### config.mk
export PLATFORM = sky130hd
export DESIGN_NAME = axi_lite_master_llink_buf
export DESIGN_NICKNAME = d
export VERILOG_FILES = /design/src/rtl/axi_lite_llink_pkg.sv /design/src/rtl/axi_lite_skid_buf.sv /design/src/rtl/axi_lite_master_llink_buf.sv
export SDC_FILE = /design/constraint.sdc
export NUM_CORES = 1
export LEC_CHECK = 0
export ABC_AREA = 1
export BUFFER_PORTS_ARGS = -buffer_cell sky130_fd_sc_hd__buf_2
export CAP_MARGIN = 20
export CORE_UTILIZATION = 50
export CTS_CLUSTER_DIAMETER = 150
export DETAILED_ROUTE_END_ITERATION = 12
export PLACE_DENSITY = 0.76
export SYNTH_ARGS = -nofsm -noshare
export SYNTH_HDL_FRONTEND = slang
export SYNTH_HIERARCHICAL = 1
export SYNTH_SLANG_ARGS = --single-unit
### constraint.sdc
create_clock -name clk_wr -period 1.65 [get_ports clk_wr]
set_input_delay 0.165 -clock clk_wr [delete_from_list [all_inputs] [get_ports clk_wr]]
set_output_delay 0.165 -clock clk_wr [all_outputs]
set_load 0.01 [all_outputs]
### src/rtl/axi_lite_llink_pkg.sv
// Shared constants and packed-word width helpers for the AXI-Lite logic-link adapter.
package axi_lite_llink_pkg;

  localparam logic [1:0] OKAY   = 2'b00;
  localparam logic [1:0] EXOKAY = 2'b01;
  localparam logic [1:0] SLVERR = 2'b10;
  localparam logic [1:0] DECERR = 2'b11;

  // Packed W word is {wstrb, wdata}; packed R word is {rresp, rdata}.
  function automatic int w_width(input int dw);
    return dw + dw / 8;
  endfunction

  function automatic int r_width(input int dw);
    return dw + 2;
  endfunction

endpackage

### src/rtl/axi_lite_skid_buf.sv
// Two-entry registered skid buffer: strict FIFO order, registered upstream ready,
// no combinational path from downstream ready to upstream ready.
module axi_lite_skid_buf #(
  parameter int WIDTH = 32
) (
  input  logic             clk,
  input  logic             rst_n,
  input  logic             i_valid,
  input  logic [WIDTH-1:0] i_data,
  output logic             o_ready,
  output logic             o_valid,
  output logic [WIDTH-1:0] o_data,
  input  logic             i_ready
);

  logic [1:0]       r_cnt;
  logic             r_rdy;
  logic [WIDTH-1:0] r_d0;
  logic [WIDTH-1:0] r_d1;
  logic             w_push;
  logic             w_pop;
  logic [1:0]       w_cnt_nxt;

  assign w_push  = i_valid && r_rdy;
  assign w_pop   = (r_cnt != 2'd0) && i_ready;
  assign o_ready = r_rdy;
  assign o_valid = (r_cnt != 2'd0);
  assign o_data  = r_d0;

  always_comb begin
    w_cnt_nxt = r_cnt;
    if (w_push && !w_pop)      w_cnt_nxt = r_cnt + 2'd1;
    else if (w_pop && !w_push) w_cnt_nxt = r_cnt - 2'd1;
  end

  always_ff @(posedge clk or negedge rst_n) begin
    if (!rst_n) begin
      r_cnt <= 2'd0;
      r_rdy <= 1'b1;
      r_d0  <= '0;
      r_d1  <= '0;
    end else begin
      r_cnt <= w_cnt_nxt;
      r_rdy <= (w_cnt_nxt != 2'd2);
      // r_d0 is always the head; r_d1 only holds the second entry.
      case ({w_push, w_pop})
        2'b10: begin
          if (r_cnt == 2'd0) r_d0 <= i_data;
          else               r_d1 <= i_data;
        end
        2'b01: r_d0 <= r_d1;
        2'b11: begin
          if (r_cnt == 2'd1) begin
            r_d0 <= i_data;
          end else begin
            r_d0 <= r_d1;
            r_d1 <= i_data;
          end
        end
        default: ;
      endcase
    end
  end

endmodule

### src/rtl/axi_lite_master_llink_buf.sv
// AXI4-Lite master-side logic-link adapter: five skid-buffered channels plus
// outstanding read/write counters. Define AXI_LITE_OUT_LIMIT_EN to throttle AR/AW at MAX_OUT.
module axi_lite_master_llink_buf
  import axi_lite_llink_pkg::*;
#(
  parameter int AWIDTH  = 32,
  parameter int DWIDTH  = 32,
  parameter int MAX_OUT = 4
) (
  input  logic                                 clk_wr,
  input  logic                                 rst_wr_n,
  input  logic [AWIDTH-1:0]                    user_araddr,
  input  logic                                 user_arvalid,
  output logic                                 user_arready,
  input  logic [AWIDTH-1:0]                    user_awaddr,
  input  logic                                 user_awvalid,
  output logic                                 user_awready,
  input  logic [DWIDTH-1:0]                    user_wdata,
  input  logic [DWIDTH/8-1:0]                  user_wstrb,
  input  logic                                 user_wvalid,
  output logic                                 user_wready,
  output logic [DWIDTH-1:0]                    user_rdata,
  output logic [1:0]                           user_rresp,
  output logic                                 user_rvalid,
  input  logic                                 user_rready,
  output logic [1:0]                           user_bresp,
  output logic                                 user_bvalid,
  input  logic                                 user_bready,
  output logic                                 user_ar_lite_valid,
  output logic [AWIDTH-1:0]                    txfifo_ar_lite_data,
  input  logic                                 user_ar_lite_ready,
  output logic                                 user_aw_lite_valid,
  output logic [AWIDTH-1:0]                    txfifo_aw_lite_data,
  input  logic                                 user_aw_lite_ready,
  output logic                                 user_w_lite_valid,
  output logic [w_width(DWIDTH)-1:0]           txfifo_w_lite_data,
  input  logic                                 user_w_lite_ready,
  input  logic                                 user_r_lite_valid,
  input  logic [r_width(DWIDTH)-1:0]           rxfifo_r_lite_data,
  output logic                                 user_r_lite_ready,
  input  logic                                 user_b_lite_valid,
  input  logic [1:0]                           rxfifo_b_lite_data,
  output logic                                 user_b_lite_ready,
  output logic [$clog2(MAX_OUT+1)-1:0]         rd_out_cnt,
  output logic [$clog2(MAX_OUT+1)-1:0]         wr_out_cnt,
  output logic                                 cnt_err
);

  localparam int             CW    = $clog2(MAX_OUT + 1);
  localparam logic [CW-1:0]  C_MAX = CW'(MAX_OUT);

  logic [CW-1:0]             r_rd_cnt;
  logic [CW-1:0]             r_wr_cnt;
  logic                      r_cnt_err;
  logic                      w_ar_rdy;
  logic                      w_aw_rdy;
  logic                      w_rd_ok;
  logic                      w_wr_ok;
  logic                      w_rd_inc;
  logic                      w_rd_dec;
  logic                      w_wr_inc;
  logic                      w_wr_dec;
  logic [r_width(DWIDTH)-1:0] w_r_word;

`ifdef AXI_LITE_OUT_LIMIT_EN
  assign w_rd_ok = (r_rd_cnt < C_MAX);
  assign w_wr_ok = (r_wr_cnt < C_MAX);
`else
  assign w_rd_ok = 1'b1;
  assign w_wr_ok = 1'b1;
`endif

  // Gating is folded into the buffer's valid so a blocked request is never captured.
  assign user_arready = w_ar_rdy && w_rd_ok;
  assign user_awready = w_aw_rdy && w_wr_ok;

  axi_lite_skid_buf #(.WIDTH(AWIDTH)) u_ar_buf (
    .clk(clk_wr), .rst_n(rst_wr_n),
    .i_valid(user_arvalid && w_rd_ok), .i_data(user_araddr), .o_ready(w_ar_rdy),
    .o_valid(user_ar_lite_valid), .o_data(txfifo_ar_lite_data), .i_ready(user_ar_lite_ready)
  );

  axi_lite_skid_buf #(.WIDTH(AWIDTH)) u_aw_buf (
    .clk(clk_wr), .rst_n(rst_wr_n),
    .i_valid(user_awvalid && w_wr_ok), .i_data(user_awaddr), .o_ready(w_aw_rdy),
    .o_valid(user_aw_lite_valid), .o_data(txfifo_aw_lite_data), .i_ready(user_aw_lite_ready)
  );

  axi_lite_skid_buf #(.WIDTH(w_width(DWIDTH))) u_w_buf (
    .clk(clk_wr), .rst_n(rst_wr_n),
    .i_valid(user_wvalid), .i_data({user_wstrb, user_wdata}), .o_ready(user_wready),
    .o_valid(user_w_lite_valid), .o_data(txfifo_w_lite_data), .i_ready(user_w_lite_ready)
  );

  axi_lite_skid_buf #(.WIDTH(r_width(DWIDTH))) u_r_buf (
    .clk(clk_wr), .rst_n(rst_wr_n),
    .i_valid(user_r_lite_valid), .i_data(rxfifo_r_lite_data), .o_ready(user_r_lite_ready),
    .o_valid(user_rvalid), .o_data(w_r_word), .i_ready(user_rready)
  );

  axi_lite_skid_buf #(.WIDTH(2)) u_b_buf (
    .clk(clk_wr), .rst_n(rst_wr_n),
    .i_valid(user_b_lite_valid), .i_data(rxfifo_b_lite_data), .o_ready(user_b_lite_ready),
    .o_valid(user_bvalid), .o_data(user_bresp), .i_ready(user_bready)
  );

  assign {user_rresp, user_rdata} = w_r_word;

  assign w_rd_inc = user_arvalid && user_arready;
  assign w_rd_dec = user_rvalid && user_rready;
  assign w_wr_inc = user_awvalid && user_awready;
  assign w_wr_dec = user_bvalid && user_bready;

  // Counters saturate at MAX_OUT and hold at zero; an underflow attempt latches cnt_err.
  always_ff @(posedge clk_wr or negedge rst_wr_n) begin
    if (!rst_wr_n) begin
      r_rd_cnt  <= '0;
      r_wr_cnt  <= '0;
      r_cnt_err <= 1'b0;
    end else begin
      if (w_rd_inc && !w_rd_dec) begin
        if (r_rd_cnt != C_MAX) r_rd_cnt <= r_rd_cnt + 1'b1;
      end else if (w_rd_dec && !w_rd_inc) begin
        if (r_rd_cnt == '0) r_cnt_err <= 1'b1;
        else                r_rd_cnt  <= r_rd_cnt - 1'b1;
      end
      if (w_wr_inc && !w_wr_dec) begin
        if (r_wr_cnt != C_MAX) r_wr_cnt <= r_wr_cnt + 1'b1;
      end else if (w_wr_dec && !w_wr_inc) begin
        if (r_wr_cnt == '0) r_cnt_err <= 1'b1;
        else                r_wr_cnt  <= r_wr_cnt - 1'b1;
      end
    end
  end

  assign rd_out_cnt = r_rd_cnt;
  assign wr_out_cnt = r_wr_cnt;
  assign cnt_err    = r_cnt_err;

endmodule

==> qor.yml, run 1 <==
clocking:
  cts_tree: "done"
  cts_max_level: 2
  cts_buffers: 35
  insertion_delay_ns: 0.50
  path_clk_slew_ns: 0.06
  clock-sinks: 294
  clock_path_buffers: 3
  cts-root-buf: "clkbuf_16"
synth:
  yosysTopAreaCellShare_pct: 43.6
  yosysUniqueCellTypes: 29
  synthesis.nets: 2567
  synth_area_leader_cell: "dfrtp_1"
  synth-main-ff-cell: "dfrtp_1"
  ys_ff_latch: 294
  syn_inst: 2403
  synth_area_leaders: "dfrtp_1 44%, nand2_1 20%, nor2_1 9.4%"
  synth_most_common_cell: "nand2_1"
  synth_edf_count: 0
  synth_area_mm2: 0.0166
  syn_area_per_cell_um2: 6.90
  synthArstFlopShare_pct: 100
  synthTopCellsByCount: "888 x nand2_1, 414 x nor2_1, 289 x dfrtp_1"
  seq_area_frac_synth_pct: 44.4
  yosys_warnings: 6
placed_design:
  dp_hpwl_um: 29700
  dp_slack_ns: -0.0356
  placed_cell_area_mm2: 0.0190
  io_buffers: 300
  gp_congestion: 0.843
sta:
  fin_skew_ns: 0.0125
  slew_viol_final: 0
  grt_setup_unrepaired: "true"
  timing.fmax_ghz: 0.612
  finalSetupViolCount: 0
  hold_violations: 0
  fin_ws_ns: 0.0167
  min_period_ns: 1.63
  period_share_pct: 99.0
  worst_pin_slew_ns: 0.456
  hold_ws_ns: 0.141
  slew-limit-headroom_pct: 69.6
die:
  core-area_mm2: 0.0326
  dieWidth_um: 184
  placementRows: 66
  die_height_um: 184
  ios: 301
  start_util_pct: 50.9
  dieArea_mm2: 0.0339
layout:
  drive_gt1_share_pct: 19.6
  fin_util_pct: 67.8
  final_cell_area_mm2: 0.0221
  syn2layout_area_growth_pct: 33.3
  fillCellCount: 2517
  fin_nets: 3022
worst_hold_path:
  hold_class: "primary input to register"
detailed_routing:
  dr.pass1.iters: 6
  wl_um: 49000
  viasPerCell: 5.24
  drc: 0
  vias: 17400
  detail-route-antenna-nets: 0
  dr.first_iter.drc_count: 1412
  routedWlPerCell_um: 14.7
global_routing:
  grt_pass1_vias: 16500
  antenna_found_initial: 3
  grt_max_degree: 51
  grt_overflow: 0
  grt_usage_pct: 27.9
  grt_pass1_wl_um: 77800
setup_path:
  end_kind: "output pin"
  startpoint_type: "register"
  cp.arrival_ns: 1.47
  r2r_slack_ns: 0.03
  crit_fanout: 3
  critPathKind: "register to output pin"
  critical_path_required_ns: 1.48
power:
  ir_drop_mv: 0.999
  leakage_uw: 0.0118
  power-per-cell-area_mw_per_mm2: 1870
run:
  drv_cap: 0
run_status:
  status: "complete, no violations"
[layout by cell type (no fill, tap or decap), types with 3 or more instances in the layout]
| master | count |
|---|---|
| bufinv_16 | 4 |
| clkbuf_16 | 44 |
| o21ai_0 | 172 |
| nor2_2 | 7 |
| nand2_4 | 7 |
| nand3_4 | 3 |
| inv_2 | 22 |
| diode_2 | 3 |
| buf_8 | 4 |
| nor2_1 | 412 |
| clkbuf_1 | 6 |
| nor2_4 | 9 |
| nand3_2 | 5 |
| nand2_8 | 4 |
| clkbuf_8 | 9 |
| buf_6 | 10 |
| nand3_1 | 149 |
| ha_4 | 8 |
| nand2_2 | 13 |
| dlygate4sd3_1 | 137 |
| nand2_1 | 884 |
| dfrtp_1 | 288 |
| ha_1 | 4 |
| inv_4 | 4 |
| and2_1 | 4 |
| buf_2 | 297 |
| o21ai_1 | 93 |
| nand3b_1 | 8 |
| clkinv_2 | 5 |
| buf_4 | 58 |
| buf_12 | 35 |
| dfstp_2 | 5 |
| inv_1 | 158 |
[worst paths after layout]
path	start	to	cells past startpoint
worst max register to register	u_r_buf/r_cnt[0]$_DFF_PN0_	rd_out_cnt[1]$_DFFE_PN0P_	9
min in group asynchronous	rst_wr_n	u_w_buf/r_d1[24]$_DFFE_PN0P_	2
worst min register to register	cnt_err$_DFF_PN0_	cnt_err$_DFF_PN0_	1
worst max-delay path	u_r_buf/r_cnt[0]$_DFF_PN0_	user_rvalid	5
worst min-delay path	user_arvalid	u_ar_buf/o_data[29]$_DFFE_PN0P_	5
max in group asynchronous	rst_wr_n	u_ar_buf/o_ready$_DFF_PN1_	3
[final cells by class]
type	count	area, µm²	share of cell area (%)
Multi-Input combinational cell	1792	7910	35.8
Sequential cell	294	7360	33.3
Timing Repair Buffer	550	4390	19.9
Clock buffer	50	1020	4.62
Inverter	185	704	3.19
Tap cell	442	553	2.50
Clock inverter	11	161	0.730
Antenna cell	3	7.51	0.0340
[registers in the layout (all words and copies together) (netlist names), 2 cells and up]
| register | flops |
|---|---|
| u_ar_buf/o_data | 32 |
| u_aw_buf/r_cnt | 2 |
| u_b_buf/r_d1 | 2 |
| u_aw_buf/r_d1 | 32 |
| u_r_buf/o_data | 34 |
| wr_out_cnt | 3 |
| u_ar_buf/r_d1 | 32 |
| u_r_buf/r_d1 | 34 |
| u_aw_buf/o_data | 32 |
| u_w_buf/r_cnt | 2 |
| rd_out_cnt | 3 |
| u_b_buf/r_cnt | 2 |
| u_r_buf/r_cnt | 2 |
| u_ar_buf/r_cnt | 2 |
| u_w_buf/o_data | 36 |
| u_w_buf/r_d1 | 36 |
| u_b_buf/o_data | 2 |
[where the power goes]
group | switching (µW) | leakage [µW] | internal (µW) | total (µW)
combinational | 11800 | 0.00770 | 8150 | 20000
sequential | 2600 | 0.00348 | 10900 | 13500
clock | 3000 | 0.000584 | 4930 | 7930
[logic make-up after synthesis]
| kind of cell | synth area share (%) |
|---|---|
| simple gates | 37.2 |
| compound gates | 8.08 |
| flops | 44.4 |
| fa+ha+maj | 1.30 |
| buf+inv | 9.07 |
[stage by stage]
stage	total power (µW)	cells	TNS, ns
2_1_floorplan	25300	2403	0
3_3_place_gp	30900	3099	0
3_5_place_dp	31700	3099	-0.131
4_1_cts	40200	3301	0
5_1_grt	44500	3327	-0.450
6_report	41400	3327	0
[worst max-delay path, stage by stage (launching register included)]
cell,delay (ns)
dfrtp_1,0.38
inv_2,0.07
ha_4,0.16
inv_4,0.08
buf_4,0.14
buf_2,0.15
[layer usage]
layer | GRT usage (%) | vias to the layer above | share of wire (%)
met2 | 47.7 | 819 | 49
met5 | 0 | - | 0
met1 | 34.8 | 8115 | 39
met4 | 11.4 | 0 | 3.6
li1 | - | 8337 | -
met3 | 4.90 | 156 | 8.0
[timing repair]
action	CTS	global route
endpoints found under the hold margin	297	0
setup endpoints to repair	22	162
cloned	0	10
pin swaps	1	15
resized for setup	8	44
buffers inserted	4	13
hold buffers	137	0
No activity file was read; power rests on OpenSTA's default activity.
==> run 2, diff against run 1 <==
Settings changed: CORE_MARGIN set to 4, PLACE_DENSITY 0.76 to 0.73.
Clock period 1.65 ns to 1.68 ns, I/O delays scaled along.
==> run 2 against run 1 <==
Compared with the run above: clock-buffer cell count is 1 higher; global-route usage is 1.4 points lower; core utilization is 0.35 points lower; critical path type is now register to register; highest routed layer is now met5.
==> qor.yml, run 2 (synthesis results as in run 1) <==
run_status:
  status: "complete, no violations"
sta:
  worst_pin_slew_ns: 0.394  # -0.0617 ns
  slew-limit-headroom_pct: 73.7  # +4.1 points
  slew_viol_final: 0  # unchanged
  hold_ws_ns: 0.122  # -0.0183 ns
  period_share_pct: 99.0
  min_period_ns: 1.66
  timing.fmax_ghz: 0.601
  finalSetupViolCount: 0  # unchanged
  hold_violations: 0  # unchanged
  grt_setup_unrepaired: "true"
  fin_skew_ns: 0.00942  # -0.00307 ns
layout:
  mostFrequentLayoutCells: "886 x nand2_1, 414 x nor2_1, 296 x buf_2"
  syn2layout_area_growth_pct: 32.6
  fin_nets: 3031  # +0.30%
  multiInputGateArea_mm2: 0.00786  # -0.59%
  fillCellCount: 2618  # +4.0%
  fin_cells: 3340  # +0.39%
  regArea_mm2: 0.00736  # about the same
  final_common_cell: "nand2_1"
  drive_gt1_share_pct: 19.6  # +0.064 points
die:
  core-area_mm2: 0.0326  # unchanged
  start_util_pct: 50.9  # unchanged
  dieArea_mm2: 0.0362  # +6.6%
  ios: 301  # unchanged
  placementRows: 66  # unchanged
  dieWidth_um: 190  # +3.3%
  die_height_um: 190  # +3.3%
detailed_routing:
  viasPerCell: 5.20  # -0.81%
  drc: 0  # unchanged
  wl_um: 50200  # +2.5%
  dr.first_iter.drc_count: 1489  # +5.5%
  dr.pass1.iters: 6  # unchanged
  detail-route-antenna-nets: 0  # unchanged
  vias: 17400  # -0.42%
  routedWlPerCell_um: 15.0  # +2.1%
clocking:
  clock_path_buffers: 3  # unchanged
  insertion_delay_ns: 0.52  # +0.02 ns
  cts_tree: "done"
  path_clk_slew_ns: 0.06  # about the same
  cts_buffers: 35  # unchanged
  cts_max_level: 2  # unchanged
  clock-sinks: 294  # unchanged
  cts-root-buf: "clkbuf_16"
setup_path:
  worst_path_max_delay_cell: "dfrtp_1"
  cp.arrival_ns: 2.06  # +0.59 ns
  startpoint_type: "register"
  crit_fanout: 11  # +8
  crit_family: "simple AND/OR/NAND/NOR gates"
  critPathKind: "register to register"
  slowest_delay_ns: 0.41  # +0.03 ns
  end_kind: "register"
  critical_path_buf_inv_count: 3  # -1
  crit_chain: "inv_2, ha_4, buf_4, nand3_2, nand2_8, clkbuf_16, o21ai_0, nor2_1, nor2_1"
  critical_path_required_ns: 2.08  # +0.60 ns
  cpMostUsedCell: "nor2_1"
run:
  drv_cap: 0  # unchanged
global_routing:
  grt_max_degree: 65  # +27%
  grt_pass1_vias: 17000  # +3.4%
  grt_pass1_wl_um: 80800  # +3.9%
  grt_overflow: 0  # unchanged
  antenna_found_initial: 5  # +2
  grt_usage_pct: 26.4  # -1.4 points
placed_design:
  io_buffers: 300  # unchanged
  gp_congestion: 0.807  # -4.3%
  dp_hpwl_um: 31600  # +6.4%
  place_inst: 3118  # +0.61%
power:
  design_power_total_uw: 40300  # -2.5%
  leakage_uw: 0.0117  # -0.18%
  power-per-cell-area_mw_per_mm2: 1830  # -2.0%
  ir_drop_mv: 0.893  # -11%
worst_hold_path:
  hold_class: "primary input to register"
-- run 2: final cells by class --
class                      count  area share [%]
antenna                        5          0.0569
tap                          442            2.51
clock buffer                  51            4.67
sequential                   294            33.5
multi-input combinational   1793            35.7
clock inverter                12           0.705
inverter                     185            3.23
timing repair buffer         558            19.6
-- run 2: repair_timing --
action / CTS / global route
resized for setup: 11 / 23
endpoints found under the hold margin: 337 / 0
setup endpoints to repair: 5 / 121
pin swaps: 0 / 16
hold buffers: 137 / 0
setup buffers: 1 / 7
gates cloned: 0 / 10
-- run 2: metal layers --
metal  part of all wire [%]  track usage, %  vias to the layer above
met5                  0.042               0                        -
met4                    3.2            9.72                        4
met3                    7.4            4.22                      124
met2                     49            45.9                      747
met1                     41            33.5                     8127
li1                       -               -                     8351
-- run 2: path summary, 6_finish.rpt --
check / startpoint / endpoint / slack (ns) / cells past startpoint
setup / recovery: u_r_buf/r_cnt[0]$_DFF_PN0_ / u_r_buf/o_data[27]$_DFFE_PN0P_ / 0.02 / 9
hold / removal: user_w_lite_ready / u_w_buf/r_d1[32]$_DFFE_PN0P_ / 0.12 / 4
setup reg to reg: u_r_buf/r_cnt[0]$_DFF_PN0_ / u_r_buf/o_data[27]$_DFFE_PN0P_ / 0.02 / 9
hold reg to reg: cnt_err$_DFF_PN0_ / cnt_err$_DFF_PN0_ / 0.47 / 1
max in group asynchronous: rst_wr_n / u_aw_buf/r_d1[13]$_DFFE_PN0P_ / 0.81 / 3
min in group asynchronous: rst_wr_n / u_w_buf/o_data[27]$_DFFE_PN0P_ / 0.16 / 2
-- run 2: worst min-delay path, stage by stage --
cell	delay, ns
buf_2	0.12
nand2_1	0.07
nand3_2	0.13
o21ai_0	0.09
-- run 2: where the power goes --
group / leakage [µW] / total (µW) / switching, µW / internal [µW]
Combinational: 0.00769 / 19300 / 11500 / 7800
Sequential: 0.00349 / 13200 / 2540 / 10700
Clock: 0.000577 / 7770 / 3050 / 4730
Total: 0.0117 / 40300 / 17100 / 23200
-- run 2: stage by stage --
stage                     instance area (µm²)  TNS (ns)  util (%)  setup WS, ns
after floorplan                         16600         0         -       0.00363
after detailed placement                19000   -0.0765      58.4       -0.0500
after global placement                  19000  -0.00608      58.4      -0.00608
final                                   22000         0      67.4        0.0172
after global routing                    22000    -0.351      67.4       -0.0712
after CTS                               21600         0      66.3       0.00112
